===== src/rtl/mux_gate_scheduler.sv =====
// Round-robin scheduler that evaluates 1-bit gate ops for N requesters on one shared 1-bit mux, in two passes.
// Latency: gnt -> result_valid is 2 cycles; one operation every 3 cycles; requests wait during busy (level-held).

module mux_generic_1bit #(
    parameter int INS = 2,
    parameter int SW  = (INS > 1) ? $clog2(INS) : 1
) (
    input  logic [INS-1:0] w,
    input  logic [SW-1:0]  s,
    output logic           y
);
    assign y = w[s];
endmodule

module mux_gate_scheduler #(
    parameter int N   = 4,
    parameter int INS = 2
) (
    input  logic                 clk,
    input  logic                 reset_n,
    input  logic [N-1:0]         req,
    input  logic [N-1:0]         x,
    input  logic [N-1:0]         y,
    input  logic [3*N-1:0]       op,
    output logic [N-1:0]         gnt,
    output logic                 result,
    output logic                 result_valid,
    output logic [$clog2(N)-1:0] result_id,
    output logic                 busy
);
    localparam int IW = $clog2(N);
    localparam int SW = (INS > 1) ? $clog2(INS) : 1;

    typedef enum logic [1:0] {IDLE, P1, P2} state_t;

    state_t        state;
    logic [IW-1:0] ptr;
    logic          cap_x;
    logic          cap_y;
    logic [2:0]    cap_op;
    logic [IW-1:0] cap_id;
    logic          p1;

    logic          win_vld;
    logic [IW-1:0] win_id;
    logic [INS-1:0] mux_w;
    logic [SW-1:0]  mux_s;
    logic [1:0]     w2;
    logic           s1;
    logic           mux_out;

    // Search from ptr upward, wrapping modulo N; first requester found wins.
    always_comb begin
        int idx;
        win_vld = 1'b0;
        win_id  = '0;
        idx     = 0;
        for (int k = 0; k < N; k++) begin
            idx = int'(ptr) + k;
            if (idx >= N) idx = idx - N;
            if (!win_vld && req[idx]) begin
                win_vld = 1'b1;
                win_id  = IW'(idx);
            end
        end
    end

    // Pass 1 builds a partial term p1; pass 2 combines or inverts it.
    always_comb begin
        w2 = 2'b00;
        s1 = 1'b0;
        case (state)
            P1: begin
                case (cap_op[2:1])
                    2'b00:   begin s1 = cap_x; w2 = {cap_y, cap_x}; end
                    2'b01:   begin s1 = cap_x; w2 = {cap_x, cap_y}; end
                    2'b10:   begin s1 = cap_x; w2 = 2'b01;          end
                    default: begin s1 = cap_y; w2 = 2'b01;          end
                endcase
            end
            P2: begin
                case (cap_op)
                    3'b000, 3'b010, 3'b100: begin s1 = p1;    w2 = 2'b10;        end
                    3'b001, 3'b011, 3'b101: begin s1 = p1;    w2 = 2'b01;        end
                    3'b110:                 begin s1 = cap_x; w2 = {p1, cap_y};  end
                    default:                begin s1 = cap_x; w2 = {cap_y, p1};  end
                endcase
            end
            default: begin
                w2 = 2'b00;
                s1 = 1'b0;
            end
        endcase
        mux_w      = '0;
        mux_w[1:0] = w2;
        mux_s      = SW'(s1);
    end

    mux_generic_1bit #(.INS(INS)) u_mux (
        .w (mux_w),
        .s (mux_s),
        .y (mux_out)
    );

    always_ff @(posedge clk) begin
        if (!reset_n) begin
            state        <= IDLE;
            ptr          <= '0;
            gnt          <= '0;
            result       <= 1'b0;
            result_valid <= 1'b0;
            result_id    <= '0;
            busy         <= 1'b0;
            cap_x        <= 1'b0;
            cap_y        <= 1'b0;
            cap_op       <= 3'b000;
            cap_id       <= '0;
            p1           <= 1'b0;
        end else begin
            gnt          <= '0;
            result_valid <= 1'b0;
            case (state)
                IDLE: begin
                    if (win_vld) begin
                        cap_x  <= x[win_id];
                        cap_y  <= y[win_id];
                        cap_op <= op[int'(win_id)*3 +: 3];
                        cap_id <= win_id;
                        gnt    <= N'(1) << win_id;
                        ptr    <= (int'(win_id) == N - 1) ? '0 : win_id + 1'b1;
                        busy   <= 1'b1;
                        state  <= P1;
                    end
                end
                P1: begin
                    p1    <= mux_out;
                    state <= P2;
                end
                P2: begin
                    result       <= mux_out;
                    result_valid <= 1'b1;
                    result_id    <= cap_id;
                    busy         <= 1'b0;
                    state        <= IDLE;
                end
                default: state <= IDLE;
            endcase
        end
    end
endmodule


===== config.mk =====
export PLATFORM = sky130hd
export DESIGN_NAME = mux_gate_scheduler
export DESIGN_NICKNAME = d
export VERILOG_FILES = /design/src/rtl/mux_gate_scheduler.sv
export SDC_FILE = /design/constraint.sdc
export NUM_CORES = 1
export LEC_CHECK = 0
export ABC_CLOCK_PERIOD_IN_PS = 1410
export CORE_MARGIN = 2
export CORE_UTILIZATION = 42
export DETAILED_ROUTE_END_ITERATION = 8
export PLACE_DENSITY_LB_ADDON = 0.12
export SLEW_MARGIN = 15
export SYNTH_ARGS = -nofsm -noshare
export SYNTH_HDL_FRONTEND = slang
export SYNTH_SLANG_ARGS = --single-unit

===== constraint.sdc =====
create_clock -name clk -period 1.41 [get_ports clk]
set_input_delay 0.282 -clock clk [delete_from_list [all_inputs] [get_ports clk]]
set_output_delay 0.282 -clock clk [all_outputs]
set_load 0.01 [all_outputs]

# ---- After elaboration in Yosys (flattened, before gate mapping)
# Cells that the tools add are included.
dict set report word_totals {
  output_inout_bits 9
  in_bits 26
  register_bits 21
  word_cells 104
}
dict set report classes {
  n_reduce_logical 17
  muxes 42
  magnitude_cmp 10
  eq_ne 12
  n_mul 1
  n_shift 2
  addsub 8
}
# operator count
set ops {}
lappend ops {{less-than comparator 32 x 4 -> 1 bit, second input constant} 4}
lappend ops {{2-to-1 mux 32 bit} 4}
lappend ops {{2-to-1 mux 1 bit} 20}
lappend ops {{2-to-1 mux 2 bit} 7}
lappend ops {{binary-select mux 1 bit (select 2 bit)} 6}
lappend ops {{variable part select 12 x 5 -> 3 bit} 1}
lappend ops {{subtractor 3 x 3 -> 4 bit, second input constant} 3}
lappend ops {{== test 3 bit, second input constant} 3}
lappend ops {{>= comparator 3 bit, second input constant} 3}
lappend ops {{OR reduction 3 bit} 3}
lappend ops {{one-hot mux 2 bit (2 select lines)} 2}
lappend ops {{adder 2 x 2 -> 3 bit, second input constant} 2}
lappend ops {{== test 2 x 1 -> 1 bit, second input constant} 3}
lappend ops {{== test 3 x 2 -> 1 bit, second input constant} 2}
lappend ops {{one-hot mux 2 bit (3 select lines)} 1}
lappend ops {{OR reduction 6 bit} 1}
lappend ops {{== test 2 bit, second input constant} 2}
lappend ops {{logical NOT 2 bit} 2}
lappend ops {{multiplier 2 x 2 -> 4 bit, second input constant} 1}
lappend ops {{one-hot mux 1 bit (2 select lines)} 2}
lappend ops {{AND reduction 2 bit} 2}
lappend ops {{left shift 1 x 2 -> 4 bit, first input constant} 1}
lappend ops {{subtractor 2 x 3 -> 4 bit, second input constant} 1}
lappend ops {{adder 2 x 1 -> 3 bit, second input constant} 1}
lappend ops {{11 further kinds} 15}

# ---- Longest topological paths before layout
# Gate-level depths: netlist of run 1.
dict set report logic_depth {
  depth_word 17
  mapped_depth 8
  depth_no_buf 7
}

# ---- Hierarchy
# From an unflattened synthesis of run 1, not the netlist that was laid out.
dict set report unflattened {
  hier_cells 125
  area_unflattened_um2 1144.8
}
# module cells_per_inst seq_area_each_um2 n_inst area_each_um2
set modules_own_cells {}
lappend modules_own_cells {mux_gate_scheduler 124 420.4 1 1129.8}
lappend modules_own_cells {mux_generic_1bit 1 0.0 1 15.0}

# ---- Worst setup path before layout of run 1
# OpenSTA, ideal clock, no wires.
dict set report synth_path {
  path_type {reg2reg}
  start {register state[0]}
  end {register cap_op[0]}
  period_less_slack_ns 1.545
  setup_time_ns 0.084
  stages_incl_launch_ff 8
  n_path_buf 1
  required_ns 1.326
  path_slack_ns -0.135
  arrival_ns 1.461
  cell_sequence {dfxtp_1 inv_1 ha_1 nor2b_2 nand2_1 or2_1 buf_6 o221ai_2}
}
dict set report synth_between {
  elab_chain_cells 2
}
# element line
set synth_rtl {}
lappend synth_rtl {{start, declared} 36} ;# state_t state;
lappend synth_rtl {{start signal, assigned} 107} ;# state <= IDLE;
lappend synth_rtl {{start signal, assigned} 132} ;# state <= P1;
lappend synth_rtl {{start signal, assigned} 137} ;# state <= P2;
lappend synth_rtl {{logical NOT 2 bit} 122} ;# case (state)
lappend synth_rtl {{AND reduction 2 bit (no line)} --}
lappend synth_rtl {{end signal, assigned} 127} ;# cap_op <= op[int'(win_id)*3 +: 3];
lappend synth_rtl {{end, declared} 40} ;# logic [2:0] cap_op;
# No other way between the ends.
# A chain may end at the register's enable or synchronous reset.

# ---- Worst setup path after layout of run 1
dict set report layout_path {
  start {register ptr[1]}
  end {register cap_op[0]}
}
dict set report layout_between {
  elab_chain_cells 17
  elab_cells_between_ends 44
  cone_classes {add/sub (7); mul (1); order compare (4); shift (1); mux (24); reduce/logical (7)}
}
# element line
set layout_rtl {}
lappend layout_rtl {{start, declared} 37} ;# logic [IW-1:0] ptr;
lappend layout_rtl {{start signal, assigned} 130} ;# ptr <= (int'(win_id) == N - 1) ? '0 : win_id + 1'b1;
lappend layout_rtl {{branches (longest 17 deep; another with subtractor 3 x 3 -> 4 bit)} --}
# Several ways; the timed one is not identified. The select of a mux whose other input is x is not followed.

==> impl_metrics.py, run 1 <==
metrics = {
    "clock_tree": {
        "cts_buffers": 3,
        "cts_max_path_buffers": 2,
        "cts_max_level": 1,
        "holdBufCountCts": 0,
        "root_buffer": "clkbuf_4",
        "clock_latency_ps": 300,
        "cts_tree": "built",
        "clk_pin_slew_worst_paths_ps": 120,
        "cts.sinks": 21,
    },
    "critical_path": {
        "critPathRequiredTime_ps": 1600,
        "worst_setup_path_start_kind": "flop",
        "critPathKind": "flop to flop",
        "path_max_fanout": 7,
        "max_stage_delay_ps": 390,
        "critPathArrivalTime_ps": 1690,
        "worst_path_max_delay_cell": "dfxtp_4",
        "r2r-start": "ptr[1]$_SDFFE_PN0P_",
        "end_kind": "flop",
        "crit_start": "ptr[1]$_SDFFE_PN0P_",
        "cp_cell_sequence": "a21o_1, a21oi_2, o22a_2, buf_12, mux2i_2, o221ai_2",
    },
    "logic_synthesis": {
        "synth_edf_count": 0,
        "syn_area_um2": 1174,
        "ys_warn_count": 0,
        "async_flop_share_pct": 0,
        "synth-seq-area-share_pct": 35.82,
        "syn_avg_cell_area_um2": 9.028,
        "syn_nets": 160,
        "synth_cells": 130,
        "synth.distinct_cells": 31,
        "synth_seq_cells": 21,
        "ys.flop_type": "dfxtp_1",
    },
    "timing": {
        "rsz0062_at_grt": "true",
        "skew_ps": 9.889,
        "hold_viol": 0,
        "worst_pin_slew_ps": 316.3,
        "period_share_pct": 106.4,
        "final.setup.worst_slack_ps": -90.00,
        "setup_viol": 7,
        "holdWs_ps": 469.7,
        "drv_slew": 0,
        "fin_crit_ps": 1500,
        "fmax_mhz": 666.7,
        "max_slew_margin_pct": 78.75,
    },
    "route": {
        "ant_nets": 0,
        "detail_route.vias_per_cell": 5.284,
        "drc_errors": 0,
        "drt_wl_total_mm": 3.025,
        "first_pass_iters": 4,
        "num_vias": 1136,
        "wl_per_cell_um": 14.07,
        "drt_iter0_drc": 19,
    },
    "final_layout": {
        "layout.cells.non_filler": 215,
        "syn_to_final_growth_pct": 57.57,
        "n_antenna_cell": 0,
        "mostFrequentLayoutCells": "21 x clkdlybuf4s50_1, 20 x buf_4, 18 x dfxtp_1, 13 x nand2_1, 13 x dlygate4sd2_1",
        "nets": 215,
        "drive_gt1_share_pct": 28.80,
        "final_common_cell": "clkdlybuf4s50_1",
    },
    "power": {
        "p_sw_mw": 0.5785,
        "comb_power_share_pct": 42.4,
        "leakage_nw": 0.7748,
        "clockPowerShare_pct": 16.1,
        "p_int_mw": 1.225,
        "ir_worst_vdd_mv": 0.7436,
        "p_seq_share_pct": 41.6,
        "powerDensity_nw_per_um2": 975.1,
        "p_sw_share_pct": 32.08,
    },
    "global_routing": {
        "grt_max_degree": 14,
        "track_usage_pct": 18.91,
        "antenna_found_initial": 0,
        "grt_first_pass_wirelength_mm": 4.823,
        "grt.overflow.total": 0,
        "grt_pass1_vias": 1137,
    },
    "job": {
        "maxCapViolCount": 0,
    },
    "placement": {
        "dpl.cell_count": 208,
        "dp_slack_ps": -678.4,
        "port_buffers": 34,
        "place_hpwl_mm": 2.300,
        "gp_congestion": 0.7887,
    },
    "floorplanning": {
        "start_util_pct": 43.31,
        "fp.dieW_um": 56.86,
        "coreArea_um2": 2710,
        "fp.dieH_um": 56.86,
        "ios": 35,
        "dieArea_um2": 3233,
        "num_rows": 19,
    },
    "outcome": {
        "violations": "negative setup slack",
        "status": "finished, violations left",
    },
    "hold_path": {
        "hp-start": "cap_id[0]$_SDFFE_PN0P_",
        "hp-class": "flop to flop",
    },
}
-- layout make-up --
type	instances	area [um^2]
fillers	219	860.8
multi-input cells	96	793.3
repair buffers	57	539.3
flip-flops and latches	21	429.2
well taps	31	38.79
clock buffers	4	26.28
inverters	6	22.52
-- logic make-up after synthesis --
| kind of cell | share of synthesized area [%] |
|---|---|
| DFF | 35.82 |
| AOI/OAI and AO/OA | 18.87 |
| muxes | 13.65 |
| adders and majority gates | 4.265 |
| buffers and inverters | 6.183 |
| and+or+nand+nor | 21.22 |
-- power groups by stage --
stage               registers, mW  logic [mW]  clock network [mW]
finish                      0.750       0.764               0.289
global route                0.758       0.823               0.329
CTS                         0.748       0.682               0.296
detailed placement          0.761       0.674                   0
global placement            0.753       0.655                   0
floorplan                   0.750       0.398                   0
-- path summary, 6_finish.rpt --
kind,endpoint,slack (ps),cells after the start
max,cap_op[0]$_SDFFE_PN0P_,-90,6
min,cap_id[0]$_SDFFE_PN0P_,470,2
max reg2reg,cap_op[0]$_SDFFE_PN0P_,-90,6
min reg2reg,cap_id[0]$_SDFFE_PN0P_,470,2
-- critical path: cells and delay by family, from the launching register on --
kind            cells  cell delay (ps)
compound gates      4              590
mux                 1              250
flops               1              390
buf+inv             1              160
-- sequential cells by signal (all words and copies together), names as in the netlist --
name          cells
cap_x             1
cap_id            2
cap_op            3
result_valid      1
result            1
p1                1
cap_y             1
gnt               4
result_id         2
ptr               2
busy              1
state             2
-- stage by stage --
step / util, % / area [um^2] / power [mW] / setup TNS, ps
after floorplan: - / 1224 / 1.148 / -2.574
after global placement: 63.48 / 1720 / 1.409 / -7189
after CTS: 64.96 / 1760 / 1.726 / -326.2
after global routing: 68.24 / 1849 / 1.910 / -824.9
final: 68.24 / 1849 / 1.803 / -456.7
after detailed placement: 63.48 / 1720 / 1.435 / -8198
-- cell usage after synthesis, drive strengths merged (2+ instances only) --
cell type,n,share of area [%]
dfxtp,21,36
mux2i,16,14
nand2,13,4.2
nand3,12,5.1
inv,6,1.9
nor2,6,1.9
nor2b,6,3.4
o21ai,6,2.6
a21oi,5,2.1
o221ai,5,6.4
a21boi,4,2.6
buf,4,3.3
ha,4,4.3
nand2b,4,2.1
clkbuf,3,0.96
o22ai,3,1.6
nand3b,2,1.3
-- repair_timing --
item	CTS	global route
endpoints found under the setup margin	27	9
setup buffers	1	1
cloned	0	1
pin swaps	2	3
resized for setup	19	12
-- per-layer routing --
metal,vias to the layer above,global-route usage (%),part of all wire [%],wire (um)
met2,25,35.55,53,1617
met3,2,4.147,4.6,139
met1,537,20.83,41,1243
li1,572,-,-,-
met5,-,0,0,0
met4,0,5.980,0.79,24
Power figures use the tool's default switching activity.
==> run 2, diff against run 1 <==
ABC_CLOCK_PERIOD_IN_PS = 1860   (was 1410)
CORE_UTILIZATION = 50   (was 42)
clock period = 1.86 ns   (was 1.41 ns; I/O delays follow)
==> impl_metrics.py, run 2 (synthesized netlist as in run 1, its figures left out) <==
metrics = {
    "global_routing": {
        "grt.overflow.total": 0,
        "track_usage_pct": 22.78,
        "grt_max_degree": 14,
        "antenna_found_initial": 0,
        "grt_first_pass_wirelength_mm": 4.664,
        "grt_pass1_vias": 1098,
    },
    "clock_tree": {
        "cts_max_level": 1,
        "cts_buffers": 3,
        "clock_latency_ps": 300,
        "clk_pin_slew_worst_paths_ps": 110,
        "cts_setup_buffers": 0,
        "cts.sinks": 21,
        "holdBufCountCts": 0,
        "cts_max_path_buffers": 2,
        "cts_tree": "built",
        "root_buffer": "clkbuf_4",
        "cts.repair.resized": 0,
    },
    "final_layout": {
        "final_common_cell": "clkdlybuf4s50_1",
        "nets": 203,
        "mostFrequentLayoutCells": "34 x clkdlybuf4s50_1, 21 x dfxtp_1, 16 x mux2i_1, 13 x nand2_1, 12 x nand3_1",
        "largest_reg_flops": 4,
        "reg_top3": "gnt x4, cap_op x3",
        "n_antenna_cell": 0,
        "layout.cells.non_filler": 200,
        "drive_gt1_share_pct": 13.95,
        "syn_to_final_growth_pct": 39.87,
        "largest-register": "gnt",
    },
    "critical_path": {
        "cp_cell_sequence": "clkdlybuf4s50_1, nand2b_1, a21oi_1, a211o_1, or2_1, o221ai_2",
        "worst_path_max_delay_cell": "clkdlybuf4s50_1",
        "path_max_fanout": 7,
        "end_kind": "flop",
        "path_buf_inv": 1,
        "critPathRequiredTime_ps": 2090,
        "worst_setup_path_start_kind": "input port",
        "path_delay_family": "compound AO/OA/AOI/OAI gates",
        "max_stage_delay_ps": 540,
        "critPathArrivalTime_ps": 2050,
        "critPathKind": "input port to flop",
    },
    "timing": {
        "max_slew_margin_pct": 70.30,
        "holdWs_ps": 466.7,
        "period_share_pct": 98.10,
        "setup_viol": 0,
        "fmax_mhz": 548.1,
        "hold_viol": 0,
        "skew_ps": 3.960,
        "worst_pin_slew_ps": 445.5,
        "drv_slew": 0,
        "fin_crit_ps": 1825,
    },
    "floorplanning": {
        "coreArea_um2": 2212,
        "fp.dieH_um": 52.45,
        "dieArea_um2": 2751,
        "start_util_pct": 53.05,
        "fp.dieW_um": 52.45,
        "num_rows": 17,
        "ios": 35,
    },
    "route": {
        "ant_nets": 0,
        "first_pass_iters": 5,
        "wl_per_cell_um": 13.85,
        "drt_iter0_drc": 24,
        "drt_wl_total_mm": 2.769,
        "drc_errors": 0,
        "detail_route.vias_per_cell": 5.480,
        "num_vias": 1096,
    },
    "outcome": {
        "status": "complete, no violations",
    },
    "hold_path": {
        "hp-class": "flop to flop",
    },
    "power": {
        "ir_worst_vdd_mv": 0.7383,
        "leakage_nw": 0.6487,
        "powerDensity_nw_per_um2": 754.4,
    },
    "placement": {
        "port_buffers": 34,
        "place_hpwl_mm": 2.195,
        "gp_congestion": 0.7471,
        "dpl.cell_count": 196,
    },
    "job": {
        "maxCapViolCount": 0,
    },
}
-- run 2: final timing paths --
| path | startpoint | endpoint | slack [ps] | cells past startpoint |
|---|---|---|---|---|
| max | req[1] | cap_y$_SDFFE_PN0P_ | 40 | 6 |
| min reg2reg | cap_id[0]$_SDFFE_PN0P_ | cap_id[0]$_SDFFE_PN0P_ | 470 | 2 |
| max reg2reg | state[0]$_SDFFE_PN0P_ | cap_y$_SDFFE_PN0P_ | 170 | 6 |
| min | cap_id[0]$_SDFFE_PN0P_ | cap_id[0]$_SDFFE_PN0P_ | 470 | 2 |
-- run 2: layout make-up --
type                    count  area, um^2
clock buffers               4       26.28
fillers                   180       570.5
inverters                   6       22.52
multi-input cells          96       689.4
flip-flops and latches     21       420.4
well taps                  28       35.03
repair buffers             45       447.9
-- run 2: metal layers --
layer / part of all wire, % / global-route usage (%) / vias to the layer above
met5: 0 / 0 / -
met4: 0.65 / 5.128 / 0
met3: 3.9 / 5.429 / 2
met2: 56 / 47.29 / 32
met1: 40 / 21.71 / 515
li1: - / - / 547
-- run 2: tightest hold or removal path: cells and delay by family, from the launching register on --
family             cells  cell delay, ps
AOI/OAI and AO/OA      1              50
DFF                    1             330
and+or+nand+nor        1              50
-- run 2: report_power, final --
part	switching (mW)	total (mW)	internal (mW)
Combinational	0.203	0.459	0.256
Clock	0.131	0.215	0.0835
Sequential	0.0578	0.565	0.507
Total	0.392	1.24	0.847
-- run 2: through the flow --
| stage | total power, mW | worst slack, ps | util, % | setup TNS [ps] | cell area (um^2) |
|---|---|---|---|---|---|
| after floorplan | 0.8388 | 315.4 | - | 0 | 1174 |
| after global placement | 1.003 | -181.3 | 72.62 | -1145 | 1607 |
| after detailed placement | 1.023 | -270.0 | 72.62 | -1841 | 1607 |
| after CTS | 1.237 | 45.46 | 73.81 | 0 | 1633 |
| after global routing | 1.311 | -0.4090 | 74.21 | -0.4090 | 1642 |
| final | 1.238 | 35.42 | 74.21 | 0 | 1642 |
